==> src/rtl/alu_issue_stage.sv <==
// Operand-issue stage ahead of alu_gate: architectural register file with
// writeback forwarding, per-register pending scoreboard and one-entry issue register.
module alu_issue_stage #(
  parameter int DATA_WIDTH = 32,
  parameter int NUM_REGS   = 32,
  parameter int ADDR_WIDTH = 5,
  parameter int FUNC_WIDTH = 3,
  parameter int CNT_WIDTH  = 16
) (
  input  logic                  clk_i,
  input  logic                  rst_i,
  input  logic                  instr_valid_i,
  output logic                  instr_ready_o,
  input  logic [ADDR_WIDTH-1:0] rs1_addr_i,
  input  logic [ADDR_WIDTH-1:0] rs2_addr_i,
  input  logic [ADDR_WIDTH-1:0] rd_addr_i,
  input  logic [FUNC_WIDTH-1:0] func_i,
  input  logic                  wb_en_i,
  input  logic [ADDR_WIDTH-1:0] wb_addr_i,
  input  logic [DATA_WIDTH-1:0] wb_data_i,
  output logic                  issue_valid_o,
  input  logic                  issue_ready_i,
  output logic [DATA_WIDTH-1:0] rs1_data_o,
  output logic [DATA_WIDTH-1:0] rs2_data_o,
  output logic [FUNC_WIDTH-1:0] func_o,
  output logic [ADDR_WIDTH-1:0] rd_addr_o,
  output logic [CNT_WIDTH-1:0]  stall_cnt_o
);

  localparam logic [FUNC_WIDTH-1:0] FUNC_NOT = FUNC_WIDTH'(3);

  logic [DATA_WIDTH-1:0] regs [NUM_REGS];
  logic [NUM_REGS-1:0]   pending;
  logic [NUM_REGS-1:0]   pending_nxt;

  logic                  wb_hit_rs1, wb_hit_rs2, wb_hit_rd;
  logic                  pend_rs1, pend_rs2, pend_rd;
  logic                  hazard, slot_free, accept;
  logic [DATA_WIDTH-1:0] rs1_fwd, rs2_fwd;

  // A same-cycle writeback retires the pending bit it targets, so it must not
  // block an instruction that depends on it; it also supplies the operand.
  assign wb_hit_rs1 = wb_en_i && (wb_addr_i == rs1_addr_i);
  assign wb_hit_rs2 = wb_en_i && (wb_addr_i == rs2_addr_i);
  assign wb_hit_rd  = wb_en_i && (wb_addr_i == rd_addr_i);

  assign pend_rs1 = pending[rs1_addr_i] && !wb_hit_rs1;
  assign pend_rs2 = pending[rs2_addr_i] && !wb_hit_rs2;
  assign pend_rd  = pending[rd_addr_i]  && !wb_hit_rd;

  assign hazard = pend_rs1 || ((func_i != FUNC_NOT) && pend_rs2) || pend_rd;

  assign rs1_fwd = (rs1_addr_i == '0) ? '0 : (wb_hit_rs1 ? wb_data_i : regs[rs1_addr_i]);
  assign rs2_fwd = (rs2_addr_i == '0) ? '0 : (wb_hit_rs2 ? wb_data_i : regs[rs2_addr_i]);

  // Handshake: a transfer happens on a clock edge where valid && ready are both
  // high. Ready never looks at valid; valid, once high, holds its payload until
  // the transfer. Upstream: instr_valid_i/instr_ready_o. Downstream:
  // issue_valid_o/issue_ready_i, where the issue register holds while stalled.
  assign slot_free     = !issue_valid_o || issue_ready_i;
  assign instr_ready_o = slot_free && !hazard;
  assign accept        = instr_valid_i && instr_ready_o;

  // Clear on writeback first so that a same-cycle set on accept wins.
  always_comb begin
    pending_nxt = pending;
    if (wb_en_i) begin
      pending_nxt[wb_addr_i] = 1'b0;
    end
    if (accept && (rd_addr_i != '0)) begin
      pending_nxt[rd_addr_i] = 1'b1;
    end
  end

  always_ff @(posedge clk_i) begin
    if (rst_i) begin
      for (int i = 0; i < NUM_REGS; i++) begin
        regs[i] <= '0;
      end
      pending       <= '0;
      issue_valid_o <= 1'b0;
      rs1_data_o    <= '0;
      rs2_data_o    <= '0;
      func_o        <= '0;
      rd_addr_o     <= '0;
      stall_cnt_o   <= '0;
    end else begin
      if (wb_en_i && (wb_addr_i != '0)) begin
        regs[wb_addr_i] <= wb_data_i;
      end
      pending <= pending_nxt;

      if (accept) begin
        issue_valid_o <= 1'b1;
        rs1_data_o    <= rs1_fwd;
        rs2_data_o    <= rs2_fwd;
        func_o        <= func_i;
        rd_addr_o     <= rd_addr_i;
      end else if (issue_ready_i) begin
        issue_valid_o <= 1'b0;
      end

      if (instr_valid_i && slot_free && hazard && (stall_cnt_o != '1)) begin
        stall_cnt_o <= stall_cnt_o + 1'b1;
      end
    end
  end

endmodule
==> config.mk <==
export PLATFORM = sky130hd
export DESIGN_NAME = alu_issue_stage
export DESIGN_NICKNAME = d
export VERILOG_FILES = /design/src/rtl/alu_issue_stage.sv
export SDC_FILE = /design/constraint.sdc
export NUM_CORES = 2
export LEC_CHECK = 0
export BUFFER_PORTS_ARGS = -buffer_cell sky130_fd_sc_hd__buf_2
export CORE_MARGIN = 1.5
export CORE_UTILIZATION = 45
export CTS_CLUSTER_SIZE = 20
export DETAILED_ROUTE_END_ITERATION = 16
export SLEW_MARGIN = 20
export SYNTH_ARGS = -nofsm -noshare
export SYNTH_HDL_FRONTEND = slang
export SYNTH_SLANG_ARGS = --single-unit
==> constraint.sdc <==
create_clock -name clk_i -period 6.1 [get_ports clk_i]
set_clock_uncertainty 0.05 [all_clocks]
set_input_delay 0.61 -clock clk_i [delete_from_list [all_inputs] [get_ports clk_i]]
set_output_delay 0.61 -clock clk_i [all_outputs]
set_load 0.05 [all_outputs]
==> flow_summary.json <==
{
  "fin_crit_sh_pct": 59.7,
  "worstPathRequired_ns": 6.72,
  "gp_congestion": 0.899,
  "cts_root_buf": "clkbuf_16",
  "netlist_instances": 3924,
  "grt_pass1_vias": 37396,
  "first_pass_iters": 6,
  "final_cells": 5804,
  "port_buffers": 149,
  "fp-row-count": 133,
  "mostFrequentLayoutCell": "edfxtp_1",
  "synth_area_leader_cell": "edfxtp_1",
  "clockBufferDepth": 3,
  "yosysSeqAreaShare_pct": 55.3,
  "cts_resized": 0,
  "path_buf_inv": 2,
  "synth_top_area_share_pct": 51.3,
  "synth_edf_count": 1024,
  "ant_nets": 0,
  "die_area_um2": 135000,
  "max_stage_delay_ns": 0.77,
  "avgViaCountPerCell": 6.61,
  "synth_warnings": 0,
  "critPathMaxFanout": 58,
  "synth-seq-cells": 1145,
  "ys_types": 62,
  "post-route-util_pct": 51.2,
  "mostFrequentLayoutCells": "edfxtp_1, and2_1, mux4_2, clkbuf_16, buf_2",
  "hold_viol_final": 0,
  "core_area_um2": 132000,
  "grt_max_degree": 116,
  "nets": 3982,
  "worstPathArrival_ns": 4.26,
  "synth_ff_type": "edfxtp_1",
  "pin_count": 150,
  "holdCritStartpoint": "func_i[2]",
  "cts_sinks": 1145,
  "antenna_found_initial": 25,
  "status": "finished, final reports clean",
  "p_total_mw": 19.6,
  "timing.hold.ws_ns": 0.0522,
  "min_path_type": "primary input to register",
  "synth-async-reset-ratio_pct": 0,
  "setup_viol": 0,
  "grt_use_total_pct": 31.2,
  "vias": 38347,
  "cts_hold_buf": 0,
  "ir_drop_mv": 0.327,
  "end_kind": "register",
  "place_area_um2": 63000,
  "worst-slew-pin-transition_ns": 1.21,
  "setup_ws_ns": 2.46,
  "report.final.slew_viol_count": 0,
  "fp.dieW_um": 368,
  "start_kind": "primary input",
  "crit_chain": "buf_8 -> xor2_1 -> nor4_1 -> a31oi_1 -> and4_1 -> nor4_4 -> nor2_4 -> buf_4 -> a2bb2o_1",
  "die_y_um": 368,
  "grt_pass1_wl_um": 294000,
  "cp_slowest_cell": "nor4_4",
  "syn_area_um2": 60000,
  "r2r_start": "pending[22]",
  "area_growth_pct": 12.4,
  "rsz0062_at_grt": "no",
  "crit_start": "rs1_addr_i[0]",
  "path_class": "primary input to register",
  "dpl.cell_count": 5540,
  "dp_slack_ns": 1.72,
  "cts_tree": "yes",
  "clock.fmax_mhz": 275,
  "synth.avg_cell_area_um2": 15.3,
  "post-route-cell-area_um2": 67400,
  "cp_top_family": "simple AND/OR/NAND/NOR gates",
  "filler_cell_count": 10791,
  "grt_overflow": 0,
  "drt_iter0_markers": 5634,
  "slew_headroom_pct": 18.8,
  "p_leak_nw": 23.0,
  "period_minus_slack_ns": 3.64,
  "clk_pin_slew_ns": 0.06,
  "wl_per_cell_um": 36.3,
  "cap_violations": 0,
  "setup_tns_ns": 0,
  "drive_gt1_share_pct": 29.3,
  "start_util_pct": 45.5,
  "clock_latency_ns": 0.78,
  "powerDensity_nw_per_um2": 291,
  "dpl.hpwl_um": 120000,
  "wl_um": 211000,
  "htreeDepth": 4,
  "ys_top_cells_by_area": "edfxtp_1, mux4_2, and2_1",
  "cts_setup_buffers": 0,
  "cts_buffers": 132,
  "drc": 0
}
synthesized netlist by cell type, drive strengths merged (9+ instances only):
library cell	n
nand2	71
o211ai	15
o22ai	12
inv	10
nor2b	23
mux2i	86
a21oi	87
o2111ai	9
a211oi	13
and2	995
a211o	13
clkbuf	324
nor2	94
edfxtp	1024
mux4	629
o21ai	69
xor2	12
mux2	14
nand3	24
o2bb2ai	63
nand2b	12
a22oi	11
buf	101
dfxtp	121
or4	9
worst paths after layout:
| path | slack (ns) | end | cells past startpoint |
|---|---|---|---|
| worst max-delay path | 2.46 | rs1_data_o[18] | 9 |
| worst min register to register | 0.40 | rd_addr_o[0] | 2 |
| worst max register to register | 2.62 | rs1_data_o[18] | 8 |
| worst min-delay path | 0.05 | func_o[2] | 3 |
power breakdown:
part / internal, mW / leakage (nW) / switching [mW]
Combinational: 0.974 / 10.1 / 1.42
Sequential: 8.97 / 10.7 / 0.242
Clock: 4.65 / 2.12 / 3.36
Total: 14.6 / 23.0 / 5.02
state kept, by name, summed over array words and instances (netlist names):
register,count
func_o,3
issue_valid_o,1
pending,32
rd_addr_o,5
regs,1024
rs1_data_o,32
rs2_data_o,32
stall_cnt_o,16
cells by family (layout without fill, tap and decap cells):
family          after synthesis  after routing  synth area share, %
mux                         729            729                 25.3
other cells                   1             50              0.00625
simple gates               1276           1276                 12.7
flops                      1145           1145                 55.3
xor+xnor                     15             15                0.219
compound gates              322            322                 3.57
fa+ha+maj                     1              1               0.0209
buf+inv                     435            511                 2.87
per-layer routing:
metal	global-route usage, %	wire, um
met5	0	20
met4	12.2	8310
met3	8.06	24100
met2	47.7	97300
met1	42.8	81200
layout make-up:
cell class                      instances  area, um2  area share (%)
Antenna cell                           18       45.0          0.0668
Clock buffer                          182       3780            5.61
Clock inverter                         62        548           0.813
Inverter                               10       40.0          0.0594
Multi-Input combinational cell       2375      25800            38.3
Sequential cell                      1145      33200            49.2
Tap cell                             1755       2200            3.26
Timing Repair Buffer                  257       1820            2.71
worst register-to-register path, stage by stage (launching register included):
cell and delay, ns:
dfxtp_1 0.35, mux2i_1 0.15, o22ai_1 0.12, or4_1 0.60
a22o_1 0.29, nor4_4 0.83, nor2_4 0.30, buf_4 0.35
a2bb2o_1 0.34
No activity file was read; power rests on OpenSTA's default activity.
